<file path="config.mk">
export PLATFORM = sky130hd
export DESIGN_NAME = des_key_sched
export DESIGN_NICKNAME = d
export VERILOG_FILES = /design/src/rtl/des_key_sched.sv
export SDC_FILE = /design/constraint.sdc
export NUM_CORES = 1
export LEC_CHECK = 0
export ABC_AREA = 1
export ABC_CLOCK_PERIOD_IN_PS = 2100
export CORE_ASPECT_RATIO = 0.9
export CORE_MARGIN = 8
export CORE_UTILIZATION = 53
export CTS_BUF_LIST = sky130_fd_sc_hd__clkbuf_16
export CTS_CLUSTER_SIZE = 28
export DETAILED_ROUTE_END_ITERATION = 10
export PLACE_DENSITY = 0.86
export SLEW_MARGIN = 20
export SYNTH_ARGS = -nofsm -noshare
export SYNTH_HDL_FRONTEND = slang
export SYNTH_SLANG_ARGS = --single-unit
</file>
<file path="constraint.sdc">
create_clock -name clk -period 2.1 [get_ports clk]
set_clock_uncertainty 0.05 [all_clocks]
set_input_delay 0.525 -clock clk [delete_from_list [all_inputs] [get_ports clk]]
set_output_delay 0.525 -clock clk [all_outputs]
set_load 0.005 [all_outputs]
</file>
<file path="src/rtl/des_key_sched.sv">
// rtl/des_key_sched.sv - sequential DES subkey generator, K1..K16 or K16..K1 order
// One subkey per accepted advance; direction is latched at start.
module des_key_sched (
  input  logic        clk,
  input  logic        rst_n,
  input  logic        start,
  input  logic        decrypt,
  input  logic [1:64] key_in,
  input  logic        advance,
  output logic [1:48] key_out,
  output logic        key_valid,
  output logic [3:0]  round_idx,
  output logic        busy,
  output logic        done
);

  localparam logic [1:0] S_IDLE = 2'd0;
  localparam logic [1:0] S_RUN  = 2'd1;
  localparam logic [1:0] S_DONE = 2'd2;

  localparam int PC1_TAB [56] = '{
    57, 49, 41, 33, 25, 17,  9,  1, 58, 50, 42, 34, 26, 18,
    10,  2, 59, 51, 43, 35, 27, 19, 11,  3, 60, 52, 44, 36,
    63, 55, 47, 39, 31, 23, 15,  7, 62, 54, 46, 38, 30, 22,
    14,  6, 61, 53, 45, 37, 29, 21, 13,  5, 28, 20, 12,  4
  };

  localparam int PC2_TAB [48] = '{
    14, 17, 11, 24,  1,  5,  3, 28, 15,  6, 21, 10,
    23, 19, 12,  4, 26,  8, 16,  7, 27, 20, 13,  2,
    41, 52, 31, 37, 47, 55, 30, 40, 51, 45, 33, 48,
    44, 49, 39, 56, 34, 53, 46, 42, 50, 36, 29, 32
  };

  logic [1:0]  r_state;
  logic        r_dec;
  logic [3:0]  r_step;
  logic [3:0]  r_round;
  logic [1:28] r_c;
  logic [1:28] r_d;
  logic [1:48] r_key;
  logic        r_valid;
  logic        r_done;

  logic [1:56] w_pc1;
  logic [1:28] w_c_nxt;
  logic [1:28] w_d_nxt;
  logic [1:56] w_cd_nxt;
  logic [1:48] w_pc2;
  logic        w_load;
  logic        w_adv;
  logic        w_last;
  logic        w_one;

  genvar g;
  for (g = 0; g < 56; g++) begin : g_pc1
    assign w_pc1[g+1] = key_in[PC1_TAB[g]];
  end

  assign w_cd_nxt = {w_c_nxt, w_d_nxt};

  for (g = 0; g < 48; g++) begin : g_pc2
    assign w_pc2[g+1] = w_cd_nxt[PC2_TAB[g]];
  end

  // Rounds 1, 2, 9 and 16 rotate by one bit; all others by two.
  function automatic logic one_shift(input logic [3:0] idx);
    return (idx == 4'd0) || (idx == 4'd1) || (idx == 4'd8) || (idx == 4'd15);
  endfunction

  assign w_load = (r_state == S_IDLE) && start;
  assign w_last = (r_step == 4'd15);
  assign w_adv  = (r_state == S_RUN) && advance && !w_last;

  always_comb begin
    w_one   = 1'b0;
    w_c_nxt = r_c;
    w_d_nxt = r_d;
    if (w_load) begin
      if (decrypt) begin
        w_c_nxt = w_pc1[1:28];
        w_d_nxt = w_pc1[29:56];
      end else begin
        w_c_nxt = {w_pc1[2:28], w_pc1[1]};
        w_d_nxt = {w_pc1[30:56], w_pc1[29]};
      end
    end else if (w_adv) begin
      if (r_dec) begin
        // Undo the rotation that produced the current round.
        w_one   = one_shift(r_round);
        w_c_nxt = w_one ? {r_c[28], r_c[1:27]} : {r_c[27:28], r_c[1:26]};
        w_d_nxt = w_one ? {r_d[28], r_d[1:27]} : {r_d[27:28], r_d[1:26]};
      end else begin
        w_one   = one_shift(r_round + 4'd1);
        w_c_nxt = w_one ? {r_c[2:28], r_c[1]} : {r_c[3:28], r_c[1:2]};
        w_d_nxt = w_one ? {r_d[2:28], r_d[1]} : {r_d[3:28], r_d[1:2]};
      end
    end
  end

  always_ff @(posedge clk or negedge rst_n) begin
    if (!rst_n) begin
      r_state <= S_IDLE;
      r_dec   <= 1'b0;
      r_step  <= 4'd0;
      r_round <= 4'd0;
      r_c     <= '0;
      r_d     <= '0;
      r_key   <= '0;
      r_valid <= 1'b0;
      r_done  <= 1'b0;
    end else begin
      r_done <= 1'b0;
      case (r_state)
        S_IDLE: begin
          if (start) begin
            r_state <= S_RUN;
            r_dec   <= decrypt;
            r_step  <= 4'd0;
            r_round <= decrypt ? 4'd15 : 4'd0;
            r_c     <= w_c_nxt;
            r_d     <= w_d_nxt;
            r_key   <= w_pc2;
            r_valid <= 1'b1;
          end
        end
        S_RUN: begin
          if (advance) begin
            if (w_last) begin
              r_state <= S_DONE;
              r_valid <= 1'b0;
              r_done  <= 1'b1;
            end else begin
              r_step  <= r_step + 4'd1;
              r_round <= r_dec ? (r_round - 4'd1) : (r_round + 4'd1);
              r_c     <= w_c_nxt;
              r_d     <= w_d_nxt;
              r_key   <= w_pc2;
            end
          end
        end
        S_DONE:  r_state <= S_IDLE;
        default: r_state <= S_IDLE;
      endcase
    end
  end

  assign key_out   = r_key;
  assign key_valid = r_valid;
  assign round_idx = r_round;
  assign busy      = (r_state != S_IDLE);
  assign done      = r_done;

endmodule

</file>
# Yosys cells after proc, flatten, opt, wreduce, memory -nomap -nowiden
# Index checks and enable logic that the tools add are counted.
[totals]
output_inout_bits = 55
latchBits = 0
mem_bits_ro = 0
ram_bits = 0
in_bits = 69
wordCells = 88
register_bits = 117
mem_count = 0
[classes]
n_eq_ne = 12
n_mux = 45
bitwise_logic = 0
addsub = 3
shifts = 0
div = 0
mul = 0
reduce_logical = 19
n_lt_le_gt_ge = 0
[op_table]
columns = ["op", "n"]
rows = [
  ["2-to-1 mux 28 bit", 18],
  ["2-to-1 mux 48 bit", 3],
  ["one-hot mux 28 bit (2 select lines)", 2],
  ["one-hot mux 48 bit (2 select lines)", 1],
  ["2-to-1 mux 4 bit", 8],
  ["equality test 4 bit, second input constant", 5],
  ["one-hot mux 4 bit (2 select lines)", 2],
  ["adder 4 x 1 -> 4 bit, second input constant", 2],
  ["equality test 4 x 1 -> 1 bit, second input constant", 2],
  ["zero test 4 bit", 2],
  ["!= test 2 bit, second input constant", 4],
  ["AND reduction 4 bit", 2],
  ["logical OR 1 bit", 6],
  ["2-to-1 mux 1 bit", 6],
  ["2-to-1 mux 2 bit", 3],
  ["one-hot mux 2 bit (2 select lines)", 1],
  ["nonzero test 2 bit", 2],
  ["subtractor 4 x 1 -> 4 bit, second input constant", 1],
  ["logical AND 1 bit", 3],
  ["AND reduction 3 bit", 1],
  ["equality test 2 x 1 -> 1 bit, second input constant", 1],
  ["zero test 2 bit", 1],
  ["one-hot mux 1 bit (2 select lines)", 1],
  ["AND reduction 2 bit", 1],
  ["zero test 1 bit", 1],
]

# Longest topological paths before layout
[logic_depth]
depth_word = 12
depth_mapped = 12
ltp_nobuf = 11

# Worst setup path before layout
# Ideal clock, no wire load.
[synth_timing]
path_kind = "register to register"
startpoint = "reg r_round[0] (netlist: round_idx[0])"
endpoint = "reg r_key, in the netlist key_out[16]"
required_ns = 1.921
path_buffers = 2
synth_period_minus_slack_ns = 1.799
setup_time_ns = 0.129
path_slack_ns = 0.301
stages_incl_launch_ff = 11
arrival_ns = 1.620
cell_sequence = "dfrtp_1 -> ha_1 -> nor2_1 -> nand2_1 -> nand3b_1 -> buf_2 -> buf_2 -> nand4_1 -> nand3_1 -> nand3_1 -> nand3_1"
[synth_via]
elab_chain_len = 12
elab_cells_between_ends = 24
cone_classes = "add/sub (1); eq/ne (6); mux (9); reduce/logical (8)"
[synth_rtl]
columns = ["element", "line_no", "source"]
rows = [
  ["from (decl)", "38", "logic [3:0] r_round;"],
  ["from (signal assigned)", "120", "r_round <= decrypt ? 4'd15 : 4'd0;"],
  ["from (signal assigned)", "135", "r_round <= r_dec ? (r_round - 4'd1) : (r_round + 4'd1);"],
  ["adder 4 x 1 -> 4 bit", "94", "w_one = one_shift(r_round + 4'd1);"],
  ["equality test 4 x 1 -> 1 bit / zero test 4 bit (equally long branches)", "68", "return (idx == 4'd0) || (idx == 4'd1) || (idx == 4'd8) || (idx == 4'd15);"],
  ["logical OR 1 bit (3 in a row)", "68", ""],
  ["2-to-1 mux 28 bit", "95", "w_c_nxt = w_one ? {r_c[2:28], r_c[1]} : {r_c[3:28], r_c[1:2]};"],
  ["2-to-1 mux 28 bit (*)", "88", "if (r_dec) begin"],
  ["2-to-1 mux 28 bit (*)", "87", "end else if (w_adv) begin"],
  ["2-to-1 mux 28 bit (*)", "79", "if (w_load) begin"],
  ["2-to-1 mux 48 bit", "129", "if (w_last) begin"],
  ["2-to-1 mux 48 bit", "128", "if (advance) begin"],
  ["one-hot mux 48 bit (2 select lines) (*)", "114", "case (r_state)"],
  ["to (signal assigned)", "123", "r_key <= w_pc2;"],
  ["to (signal assigned)", "138", "r_key <= w_pc2;"],
  ["to (decl)", "41", "logic [1:48] r_key;"],
]
# Mark *: on every way between the ends. The rest lies on a longest branch, timed or not. The select of a mux whose other input is x is not followed.
# A chain may end at the register's enable or synchronous reset.

# Worst setup path after layout
[layout_timing]
startpoint = "reg r_key, in the netlist key_out[17]"
endpoint = "out key_out[17] (netlist name)"
[layout_lines]
columns = ["element", "line_no", "source"]
rows = [
  ["to (decl)", "10", "output logic [1:48] key_out,"],
]
# No word-level cell between the ends.

==> impl.org <==
** Run status
- The flow ran to the end, and the final reports show no timing, DRC or antenna violations.

** Die
- Once the floorplan was initialized, standard cells occupied 53.41% of the core.
- During I/O placement, the number of pins put on the boundary was about 120.
- The floorplan step set the die width to 128.2 µm.
- In this run the vertical extent of the chip is 117.0 µm.
- The floorplan has 37 rows.
- Area enclosed by the die boundary :: 15000 µm²
- The region available for standard cell placement spans between 10000 and 15000 µm².

** Synth
- The number of nets handed over by synthesis was between 1k and 1.5k.
- Mean Syn Cell Area :: roughly 6 µm²
- Most used DFF post-synth :: sky130_fd_sc_hd__dfrtp_1
- Proportion of synthesized chip area in sequential cells :: ~29%
- Counting distinct cell types in the post-synthesis netlist gives 28.
- Proportion of synthesized flip-flops having asynchronous set or reset :: 100.0%
- Netlist area before placement :: 6008 µm²
- Number of enable flip-flop cells after synthesis :: 0
- Number of storage elements in the synthesis netlist :: 69
- Yosys printed 0 warnings.
- Synthesis produced just under 1k cells.

** STA
- The clock period could shrink to 1982 ps.
- Peak Freq :: just over 500 MHz
- The final-report max-slew violation count came to 0.
- Final number of setup-violating endpoints :: 0
- Worst slew margin :: between 50% and 60%
- Fin crit share :: between 90% and 100%
- For the pin with the worst max-slew slack, the measured transition is around 660 ps.
- The number of hold-slack violations in the final timing report is 0.
- Once routing completed, OpenROAD measured the worst setup slack at 117.7 ps.
- After routing, the total negative slack on setup checks comes to 0 ps.

** Global route
- Via count of the first global-routing pass :: about 6k
- The initial antenna violation count was 0.
- Global routing consumed, over all layers together, 24.32% of the routing resources.
- The first global-routing pass estimated between 20000 and 30000 µm of wire.
- Global routing finished with a remaining overflow of 0.
- Maximum number of pins on one net before global-route repair :: 58

** Placed design
- The placed instances occupy a cell area of 7047 µm².
- Count of input and output buffers :: between 100 and 150
- Cell total after placement :: 1150
- Pre-CTS WS :: between 70 and 80 ps
- The wire-length estimate of the detail-placed layout is 12060 µm.
- The congestion estimate from routability-driven global placement came to just under 0.9.

** Min path
- The worst hold path belongs to the class flop to flop.
- The worst hold path terminates at key_valid.
- The startpoint identified for the worst hold timing path is key_valid.
- Cells on Worst Hold Path :: 2

** Clocking
- In this run the deepest clock path goes through 2 buffers.
- In this run the number of H-tree levels came out at 3.
- Clock tree synthesis found a total of 69 sinks.
- Clock buffers created by TritonCTS :: 9
- Post-CTS setup buffers :: 0
- At the later pin of the worst-skew pair, clock insertion delay measures about 340 ps.
- The root buffer cell chosen for the clock tree is sky130_fd_sc_hd__clkbuf_16.
- TritonCTS built the clock tree.
- Clock-pin slew was measured on the worst setup and hold paths at 60 ps.

** Route
- Routed vias/inst :: a little under 6
- Dividing the detail-routed wire length by the instance count gives about 16 µm.
- The final route contains between 6k and 7k vias.
- The first TritonRoute pass finished after 5 iterations.
- Total DRC errors in the routed layout :: 0
- Count of nets left with antenna violations after detail routing :: 0
- For this block, the routed nets add up to around 19000 µm of wire.
- The detailed router finished its first iteration with between 1k and 1.5k violations.

** Critical path
- Startpoint types :: flop
- The worst setup path is of the flop to output pin kind.
- Crit path max-delay family :: buffers and inverters
- The critical path goes through clkdlybuf4s50_1.
- The worst register-to-register path begins at round_idx[1].
- STA puts the critical path data required time at roughly 1500 ps.
- Data arrives at the worst endpoint at around 1400 ps.
- Register-to-register setup slack :: roughly 120 ps
- For this design, the slowest cell found on the critical path is sky130_fd_sc_hd__clkdlybuf4s50_1.
- Worst path max stage delay :: 560 ps
- Count of buffering cells on the critical path with inverters included :: 1
- STA classifies the critical path endpoint as an output pin.
- The endpoint identified for the worst register-to-register timing path is r_d[15].
- Of all nets on the critical path, the largest fanout is 6.
- Counting cells, the worst reg-to-reg path comes to 10.

** Finish
- Fill cell total of the finished layout :: 1007
- Core occupancy in the finished layout :: between 60% and 70%
- Layout Area Growth over Synthesis :: 22.62%
- 0 antenna diodes ended up in the layout.
- Nets :: roughly 1.1k
- Number of cells in the finished layout apart from fillers :: 1168
- After routing the design area is 7367 µm².
- Fraction of final layout cells with drive strength greater than 1 :: 5.731%

** Power
- Clk pwr share :: 12.1%
- In this run the power density over the cells is roughly 1700 nW/µm².
- Of the total power, the share spent switching nets is roughly 49%.
- IR analysis of the VDD net gives a maximum drop of 0.0009495 V.
- Power share of the combinational group :: between 60 and 70%
- Part of the power in registers :: between 20% and 30%
- The analysis attributes to net switching a power of 5.960 mW.
- Internal power comes to between 6 and 7 mW.
- P_leak :: approximately 3.4 nW

** Job
- Max-cap violations in this run came to 0.
[per-stage QoR]
step           hold slack, ps  total power, mW
6_report                459.3            12.20
5_1_grt                 477.9            13.16
4_1_cts                 458.4            11.96
3_5_place_dp            327.5            10.43
3_3_place_gp            326.1            10.21
2_1_floorplan           179.4            8.210
[state kept, by name, summed over array words and instances, names as in the netlist]
name,cells
done,1
key_out,47
key_valid,1
r_c,5
r_d,4
r_dec,1
r_state,2
r_step,4
round_idx,4
[synthesized netlist by cell type, types with 2 or more instances]
master | number | share of area [%]
sky130_fd_sc_hd__xor2_1 | 2 | 0.29
sky130_fd_sc_hd__buf_2 | 25 | 2.1
sky130_fd_sc_hd__buf_1 | 6 | 0.37
sky130_fd_sc_hd__nor2_1 | 7 | 0.44
sky130_fd_sc_hd__nand4_1 | 58 | 6.0
sky130_fd_sc_hd__nor2_2 | 2 | 0.21
sky130_fd_sc_hd__inv_1 | 38 | 2.4
sky130_fd_sc_hd__a22oi_1 | 3 | 0.37
sky130_fd_sc_hd__o21ai_0 | 41 | 3.4
sky130_fd_sc_hd__clkinv_1 | 3 | 0.19
sky130_fd_sc_hd__nand3_1 | 227 | 19
sky130_fd_sc_hd__o211ai_1 | 15 | 1.9
sky130_fd_sc_hd__nand2_1 | 364 | 23
sky130_fd_sc_hd__ha_1 | 6 | 1.2
sky130_fd_sc_hd__clkbuf_1 | 41 | 2.6
sky130_fd_sc_hd__dfrtp_1 | 69 | 29
sky130_fd_sc_hd__buf_4 | 53 | 6.6
sky130_fd_sc_hd__a21oi_1 | 3 | 0.25
[worst max path at each step]
stage	from	end	slack (ps)	depth (start not counted)
floorplan	round_idx[0]	key_out[16]	300	10
global placement	advance	key_out[37]	100	6
detailed placement	advance	r_d[15]	80	6
CTS	r_state[0]	busy	110	3
global route	round_idx[0]	r_c[22]	-20	10
finish	key_out[17]	key_out[17]	120	1
[cells in the final DEF, fill, tap and decap left out, drive strengths merged, types with 15 or more instances in the layout]
cell | Yosys | final
inv | 39 | 39
nand2 | 364 | 364
nand4 | 58 | 58
o211ai | 15 | 15
nand3 | 228 | 228
o21ai | 41 | 41
clkdlybuf4s50 | 0 | 113
buf | 84 | 33
dfrtp | 69 | 69
[cell families (layout without fill, tap and decap cells)]
group / after synthesis / count (layout) / synth area share [%]
compound gates: 64 / 64 / 6.164
simple gates: 665 / 665 / 49.29
buf+inv: 167 / 206 / 14.26
fa+ha+maj: 6 / 6 / 1.249
xor+xnor: 2 / 2 / 0.2916
flops: 69 / 69 / 28.74
[power by group through the flow]
stage | registers (mW) | clock network [mW] | logic, mW
floorplan | 2.68 | 0 | 5.53
global placement | 2.97 | 0 | 7.24
detailed placement | 2.97 | 0 | 7.45
CTS | 2.96 | 1.49 | 7.50
global route | 3.10 | 1.54 | 8.51
finish | 3.01 | 1.48 | 7.71
[timing repair]
action	CTS	global route
hold endpoints to repair	4	0
gates resized for setup	0	1
endpoints found under the setup margin	0	3
hold buffers	1	0
[layout make-up]
type                            instances  area, µm²  share of cell area, %
Clock buffer                            9      225.2                  3.057
Clock inverter                          7      56.30                 0.7643
Inverter                               42      157.7                  2.140
Multi-Input combinational cell        737       3442                  46.72
Sequential cell                        69       1728                  23.45
Tap cell                              156      195.2                  2.649
Timing Repair Buffer                  148       1563                  21.21
[per-layer routing]
metal  track usage, %  part of all wire (%)  up-vias
met5                0                     0        -
met4            7.358                   1.6        0
met3            6.114                    11       39
met2            37.65                    45      414
met1            32.82                    42     3144
li1                 -                     -     3283
No activity file was read; power rests on OpenSTA's default activity.
